File: src/rtl/modulo_controlador_display_bcd_pkg.sv
// paqueteDisplay: shared types and constants for the two-digit display
// controller.
//   - estado_t:  scan FSM states (APAGADO, UNIDADES, DECENAS)
//   - SEG_*:     active-low segment patterns {g,f,e,d,c,b,a}
//   - ANODO_*:   active-low anode enables, [1] tens, [0] units
package paqueteDisplay;

    typedef enum logic [1:0] {
        APAGADO  = 2'd0,
        UNIDADES = 2'd1,
        DECENAS  = 2'd2
    } estado_t;

    localparam logic [6:0] SEG_APAGADO = 7'b1111111;
    localparam logic [6:0] SEG_GUION   = 7'b0111111;

    localparam logic [1:0] ANODO_UNIDADES = 2'b10;
    localparam logic [1:0] ANODO_DECENAS  = 2'b01;
    localparam logic [1:0] ANODO_NINGUNO  = 2'b11;

endpackage

File: src/rtl/modulo_controlador_display_bcd_decodificador.sv
// moduloDecodificadorSieteSegmentos: combinational BCD to seven-segment
// decoder with active-low outputs.
//   digito     in  4  digit value; 10..15 are illegal and shown as a dash
//   segmentos  out 7  {g,f,e,d,c,b,a}, active-low
module moduloDecodificadorSieteSegmentos
    import paqueteDisplay::*;
(
    input  logic [3:0] digito,
    output logic [6:0] segmentos
);

    always_comb begin
        segmentos = SEG_GUION;
        case (digito)
            4'd0: segmentos = 7'b1000000;
            4'd1: segmentos = 7'b1111001;
            4'd2: segmentos = 7'b0100100;
            4'd3: segmentos = 7'b0110000;
            4'd4: segmentos = 7'b0011001;
            4'd5: segmentos = 7'b0010010;
            4'd6: segmentos = 7'b0000010;
            4'd7: segmentos = 7'b1111000;
            4'd8: segmentos = 7'b0000000;
            4'd9: segmentos = 7'b0010000;
            default: segmentos = SEG_GUION;
        endcase
    end

endmodule

File: src/rtl/modulo_controlador_display_bcd.sv
// modulo_controlador_display_bcd: two-digit multiplexed seven-segment
// controller. Captures a 5-bit BCD word on a load strobe and alternates the
// units and tens digits on a shared active-low segment bus.
//   reloj            in  1  clock, rising edge
//   reset            in  1  asynchronous, active-high
//   entradaBCD       in  5  [4] tens digit (0/1), [3:0] units digit
//   entradaValida    in  1  load strobe for entradaBCD
//   salidaSegmentos  out 7  {g,f,e,d,c,b,a}, active-low, registered
//   salidaAnodos     out 2  [1] tens, [0] units, active-low, registered
//   salidaError      out 1  captured units nibble is > 9
// Build option: define SUPRESION_CEROS_EN to blank the tens slot when the
// tens digit is 0 (slot timing is unchanged).
module modulo_controlador_display_bcd
    import paqueteDisplay::*;
#(
    parameter int unsigned DIVISOR_REFRESCO = 50000
) (
    input  logic       reloj,
    input  logic       reset,
    input  logic [4:0] entradaBCD,
    input  logic       entradaValida,
    output logic [6:0] salidaSegmentos,
    output logic [1:0] salidaAnodos,
    output logic       salidaError
);

    localparam int unsigned ANCHO_CONTADOR = $clog2(DIVISOR_REFRESCO);
    localparam logic [ANCHO_CONTADOR-1:0] CUENTA_MAX =
        ANCHO_CONTADOR'(DIVISOR_REFRESCO - 1);

    logic [4:0]                dato;
    logic [ANCHO_CONTADOR-1:0] contador;
    logic                      tick;
    estado_t                   estado;
    estado_t                   estado_sig;
    logic [3:0]                digito_sel;
    logic [6:0]                seg_decodificado;
    logic [6:0]                seg_sig;
    logic [1:0]                anodo_sig;

    // Data register and error flag share the load strobe.
    always_ff @(posedge reloj or posedge reset) begin
        if (reset) begin
            dato        <= '0;
            salidaError <= 1'b0;
        end else if (entradaValida) begin
            dato        <= entradaBCD;
            salidaError <= (entradaBCD[3:0] > 4'd9);
        end
    end

    // Slot prescaler.
    assign tick = (contador == CUENTA_MAX);

    always_ff @(posedge reloj or posedge reset) begin
        if (reset) begin
            contador <= '0;
        end else if (tick) begin
            contador <= '0;
        end else begin
            contador <= contador + ANCHO_CONTADOR'(1);
        end
    end

    // Scan FSM state register.
    always_ff @(posedge reloj or posedge reset) begin
        if (reset) begin
            estado <= APAGADO;
        end else begin
            estado <= estado_sig;
        end
    end

    // Next state, and digit selection for the state being entered.
    always_comb begin
        estado_sig = estado;
        if (tick) begin
            case (estado)
                APAGADO:  estado_sig = UNIDADES;
                UNIDADES: estado_sig = DECENAS;
                DECENAS:  estado_sig = UNIDADES;
                default:  estado_sig = APAGADO;
            endcase
        end
        digito_sel = (estado_sig == DECENAS) ? {3'b000, dato[4]} : dato[3:0];
    end

    moduloDecodificadorSieteSegmentos u_decodificador (
        .digito    (digito_sel),
        .segmentos (seg_decodificado)
    );

    // Outputs are decoded from the next state so the registered segments and
    // anodes always switch together on the same edge.
    always_comb begin
        seg_sig   = SEG_APAGADO;
        anodo_sig = ANODO_NINGUNO;
        case (estado_sig)
            UNIDADES: begin
                seg_sig   = seg_decodificado;
                anodo_sig = ANODO_UNIDADES;
            end
            DECENAS: begin
`ifdef SUPRESION_CEROS_EN
                if (dato[4]) begin
                    seg_sig   = seg_decodificado;
                    anodo_sig = ANODO_DECENAS;
                end
`else
                seg_sig   = seg_decodificado;
                anodo_sig = ANODO_DECENAS;
`endif
            end
            default: begin
                seg_sig   = SEG_APAGADO;
                anodo_sig = ANODO_NINGUNO;
            end
        endcase
    end

    always_ff @(posedge reloj or posedge reset) begin
        if (reset) begin
            salidaSegmentos <= SEG_APAGADO;
            salidaAnodos    <= ANODO_NINGUNO;
        end else begin
            salidaSegmentos <= seg_sig;
            salidaAnodos    <= anodo_sig;
        end
    end

endmodule

File: config.mk
export PLATFORM = sky130hd
export DESIGN_NAME = modulo_controlador_display_bcd
export DESIGN_NICKNAME = d
export VERILOG_FILES = /design/src/rtl/modulo_controlador_display_bcd_pkg.sv /design/src/rtl/modulo_controlador_display_bcd_decodificador.sv /design/src/rtl/modulo_controlador_display_bcd.sv
export SDC_FILE = /design/constraint.sdc
export NUM_CORES = 1
export LEC_CHECK = 0
export CAP_MARGIN = 20
export CORE_MARGIN = 1.5
export CORE_UTILIZATION = 45
export DETAILED_ROUTE_END_ITERATION = 12
export DONT_BUFFER_PORTS = 1
export PLACE_DENSITY = 0.6
export SYNTH_ARGS = -nofsm -noshare
export SYNTH_HDL_FRONTEND = slang
export SYNTH_HIERARCHICAL = 1
export SYNTH_SLANG_ARGS = --single-unit
File: constraint.sdc
create_clock -name reloj -period 4.15 [get_ports reloj]
set_clock_uncertainty 0.05 [all_clocks]
set_input_delay 0.83 -clock reloj [delete_from_list [all_inputs] [get_ports reloj]]
set_output_delay 0.83 -clock reloj [all_outputs]
set_load 0.02 [all_outputs]
---- Yosys cells after proc, flatten, opt, wreduce, memory -nomap -nowiden ----
Memories as Yosys holds them, arrays and structs flattened.
Index checks and enable logic that the tools add are counted.
word-level totals
  flip-flop bits (word level) ............. 33
  memory bits (read-only) ................. 112
  bits of input ports ..................... 8
  output and inout bits ................... 10
  logic and storage cells ................. 23
  memories kept ........................... 1
operators by class
  add/subtract/negate cells ............... 1
  order comparisons ....................... 1
  equality and inequality tests ........... 5
  mux-type cells .......................... 6
  reduce and logical (&&, ||, !) cells .... 3
memories
  memory            words  bits a word  read ports  clocked after memory_dff  wr ports  RTL line                                            text
  (name not given)  16     7            1           0                         0         modulo_controlador_display_bcd_decodificador.sv:14  case (digito)
operator list
  cell                                                                   count
  16-bit by 1-bit adder with 16-bit output, second input constant        1
  16-bit equality test, second input constant                            1
  16-bit 2-to-1 mux                                                      1
  2-bit one-hot mux with 2 select lines                                  2
  7-bit 2-to-1 mux                                                       1
  2-bit by 1-bit equality test with 1-bit output, second input constant  2
  2-bit equality test, second input constant                             2
  4-bit > comparator, second input constant                              1
  4-bit 2-to-1 mux                                                       1
  2-bit OR reduction                                                     2
  2-bit logical NOT                                                      1
  2-bit 2-to-1 mux                                                       1

---- Depth between registers and ports, before layout ----
An unclocked memory read counts as a cell.
  depth in word-level cells ............... 8
  gate-level depth with buffers ........... 13
  depth with buffers taken out ............ 13

---- Hierarchy ----
The synthesis kept the hierarchy.
by module, submodules not included
  module                             times used  cells an instance  area each (um^2)  sequential area each (um^2)
  modulo_controlador_display_bcd     1           117                1437.6            837.1
  moduloDecodificadorSieteSegmentos  1           33                 205.2             0.0

---- Least setup slack after synthesis ----
No wires, ideal clock.
  kind .................................... register -> register
  start ................................... reg contador[7]
  end ..................................... reg salidaSegmentos[5]
  library setup time ...................... 84 ps
  arrival ................................. 3019 ps
  required time ........................... 4016 ps
  setup slack ............................. 997 ps
  cell stages (with the launch flop) ...... 12
  path buffers ............................ 0
  period minus slack after synthesis ...... 3153 ps
  cell sequence ........................... dfrtp_1 > or4b_4 > nor4_4 > nand2_2 > mux2i_1 > ha_1 > mux2_2 > ha_1 > or2b_1 > a21oi_1 > nor2_1 > or2_2
on the way
  longest elaborated chain between the ends .. 6
  elaborated cells on any way between the ends .. 8
  those cells by class .................... 3 x eq/ne; 3 x mux; 1 x reduce/logical; 1 x memory
RTL lines
  element                   RTL line                               text
  start: declaration        modulo_controlador_display_bcd.sv:32   logic [ANCHO_CONTADOR-1:0] contador;
  start signal: assignment  modulo_controlador_display_bcd.sv:61   contador <= contador + ANCHO_CONTADOR'(1);
  16-bit equality test      modulo_controlador_display_bcd.sv:53   assign tick = (contador == CUENTA_MAX);
  2-bit 2-to-1 mux          modulo_controlador_display_bcd.sv:77   if (tick) begin
  via estado_sig[1]         modulo_controlador_display_bcd.sv:35   estado_t estado_sig;
  2-bit equality test       modulo_controlador_display_bcd.sv:85   digito_sel = (estado_sig == DECENAS) ? {3'b000, dato[4]} : dato[3:0];
  4-bit 2-to-1 mux          modulo_controlador_display_bcd.sv:85
  via digito_sel[0]         modulo_controlador_display_bcd.sv:36   logic [3:0] digito_sel;
  memory 16 x 7 bit         n/a
  via seg_decodificado[5]   modulo_controlador_display_bcd.sv:37   logic [6:0] seg_decodificado;
  7-bit 2-to-1 mux          modulo_controlador_display_bcd.sv:98   case (estado_sig)
  via seg_sig[5]            modulo_controlador_display_bcd.sv:38   logic [6:0] seg_sig;
  end signal: assignment    modulo_controlador_display_bcd.sv:126  salidaSegmentos <= seg_sig;
  end: declaration          modulo_controlador_display_bcd.sv:22   output logic [6:0] salidaSegmentos,
The timed path passes the listed nets, and every way through them passes these cells.
A chain may end at the register's enable or synchronous reset.

---- Final worst setup path ----
  start ................................... reg contador[0]
  end ..................................... reg salidaSegmentos[5]
Same word-level chain as after synthesis.

==> metrics.md <==
| Metric | Value |
|---|---|
| Top cell type's share of synthesized area | a little over a third |
| Net Count, Synth | 167 |
| Antenna cells | 0 |
| Post-layout power | approximately 0.00058 W |
| Critical Path Fanout Max | 7 |
| Ys Warns | 6 |
| Hold buffers post-CTS | 0 |
| Die Wd | 63.42 um |
| Hold crit path type | in -> async |
| Row cnt | 21 |
| Total congestion overflow | 0 |
| Share of cells above drive strength 1 | 25.00% |
| Final HPWL DP | 1870 um |
| Via count | 1001 |
| Port Buf Inserts | 0 |
| Tot GR Track Use | 14.23% |
| PostCTS Resize Cnt | 0 |
| H-tree levels | 2 |
| TritonCTS clock tree | done |
| Final Cycle Share | about four fifths |
| Initial antenna violation count | 0 |
| Clock-pin slew of the registers on the worst-case setup and hold paths | 0.10 ns |
| Initial Utilization | about half |
| Fraction of registers with async set/reset | 100.0% |
| CP startpoint kind | flop |
| Slew @ Worst Pin | between 0.5 and 0.6 ns |
| Die Area | 4022 um2 |
| Setup tns final | 0 ns |
| Vias per cell | 4.955 |
| Final Wtd Congestion | 0.8341 |
| Commonest register cell after synthesis | dfrtp_1 |
| Setup slack after layout | 0.8022 ns |
| CP endpoint kind | flop |
| Die height | about 63 um |
| Core ar. | 3416 um2 |
| Syn avg cell area | approximately 11 um2 |
| Status | finished clean |
| Routed len/inst | 12.37 um |
| Register bit total from synthesis | 33 |
| Post-synth top area cell | dfrtp_1 |
| Max clock buf depth | 2 |
| Distinct cells, synth | 34 |
| First-pass GRT wire length | approximately 4300 um |
| Mapped Cells | 150 |
| CTS buffer count | 5 |
| Critical path class | reg -> reg |
| Area delta synth->final | 6.778% |
| Largest net degree at the start of global routing | 25 |
| Leak | between 0.7 and 0.8 nW |
| Later-pin clock latency in the skew report | around 0.33 ns |
| Clock sink count | 33 |
| Final ANT Viol Nets | 0 |
| Peak VDD IR | 0.0001830 V |
| Seq/Total Area, Yosys | 50.95% |
| Final Hold Vio Count | 0 |
| Iter 0 DRT Violations | 39 |
| Max Clk Rate | 298.7 MHz |
| RSZ-0062 raised after global routing | false |
| Post-Syn Area | 1643 um2 |
| Post-route DRC | 0 |
| Worst rel slew slack | 61.97% |
| Req. time, crit path | 4.36 ns |
| Min Tclk post-route | 3.348 ns |
| CP arrival | 3.56 ns |
| Crit path launch | contador[0] |
| Post-CTS Setup Inserts | 0 |
| Routed WL | about 2500 um |
| IO Pins | 18 |
| EDFF count, synth | 0 |
| Area contributors post-synth | dfrtp_1, dfstp_2, ha_1 |
| Max-slew violations | 0 |
| First-pass detailed-route iteration total | 4 |
| Max_cap viols | 0 |
| Worst R2R Start | contador[0] |
| Cell Pwr Density | 331.8 nW/um2 |
| # setup viols final | 0 |
| Nets | 172 |
| Vias in the first global route | between 900 and 1000 |
| Root buf cell | clkbuf_4 |
| Place WS | 0.8093 ns |
power by group:
group	total [W]	switching [W]	internal [W]
clock network	0.000203	0.000105	0.0000981
logic	0.0000465	0.0000269	0.0000197
registers	0.000332	0.00000443	0.000328
total	0.000582	0.000137	0.000445
cells in the mapped netlist (5+ instances only):
master,count
mux2_2,7
o21ai_0,5
nand2_1,9
xnor2_1,9
dfrtp_1,24
dfstp_2,9
inv_1,10
or2_2,7
ha_1,9
xor2_1,5
nor2_1,15
worst max-delay path, cell delays in order, from the launching register on:
cell and delay (ns):
dfrtp_1 0.40, ha_1 0.20, nand3_1 0.29, nor4_4 0.49
nand2_2 0.09, mux2i_1 0.22, ha_1 0.26, mux2_2 0.39
ha_1 0.22, or2b_1 0.22, a21oi_1 0.15, nor2_1 0.05
or2_2 0.27
flip-flops by register name, summed over array words and instances, names as in the netlist:
register	flops
contador	16
dato	5
estado	2
salidaAnodos	2
salidaError	1
salidaSegmentos	7
layer usage:
metal	global-route usage, %	routed length [um]	up-vias
li1	-	-	505
met1	19.51	1345	468
met2	19.61	1007	24
met3	6.786	110	4
met4	4.891	34	0
met5	0	0	-
kinds of logic after synthesis:
logic type / synth area share, %
DFF: 50.95
xor gates and xnor gates: 7.464
adders and majority gates: 6.855
and+or+nand+nor: 21.40
muxes: 5.408
buffers and inverters: 4.189
AOI/OAI and AO/OA: 3.732
per-stage QoR:
step | instance area (um2) | hold WS [ns] | cells | util, %
after floorplan | 1643 | 0.4001 | 150 | -
after global placement | 1684 | 0.4138 | 194 | 49.30
after detailed placement | 1684 | 0.4268 | 194 | 49.30
after CTS | 1754 | 0.2895 | 202 | 51.36
after global routing | 1754 | 0.2813 | 202 | 51.36
final | 1754 | 0.2910 | 202 | 51.36
path summary, 6_finish.rpt:
kind	cells past startpoint	slack, ns	to
max	12	0.80	salidaSegmentos[5]
min	1	0.29	contador[12]
max reg2reg	12	0.80	salidaSegmentos[5]
min reg2reg	1	0.44	contador[0]
max in group asynchronous	2	3.08	salidaSegmentos[6]
min in group reloj	1	0.44	contador[0]
area by class of cell:
class                           count  area, um2
Inverter                           10      37.54
Fill cell                         317       1662
Clock buffer                        7      65.06
Tap cell                           46      57.56
Multi-Input combinational cell    103      737.0
Sequential cell                    33      837.1
Timing Repair Buffer                2      15.01
Clock inverter                      1      5.005
layout by cell type (no fill, tap or decap), drive strengths merged:
cell	n
buf	2
mux2	7
or2	8
or4b	1
and2	1
or2b	1
and2b	1
clkinv	1
nand3	4
nand2	10
nor2	15
xnor2	9
nor2b	3
and3	1
clkbuf	7
a21oi	5
nor3	3
dfrtp	24
nor4	4
mux2i	1
nand4	4
xor2	5
inv	10
ha	9
o21ai	5
nand2b	2
or3	1
o211ai	1
dfstp	9
or4bb	2
No activity file was read; power rests on OpenSTA's default activity.
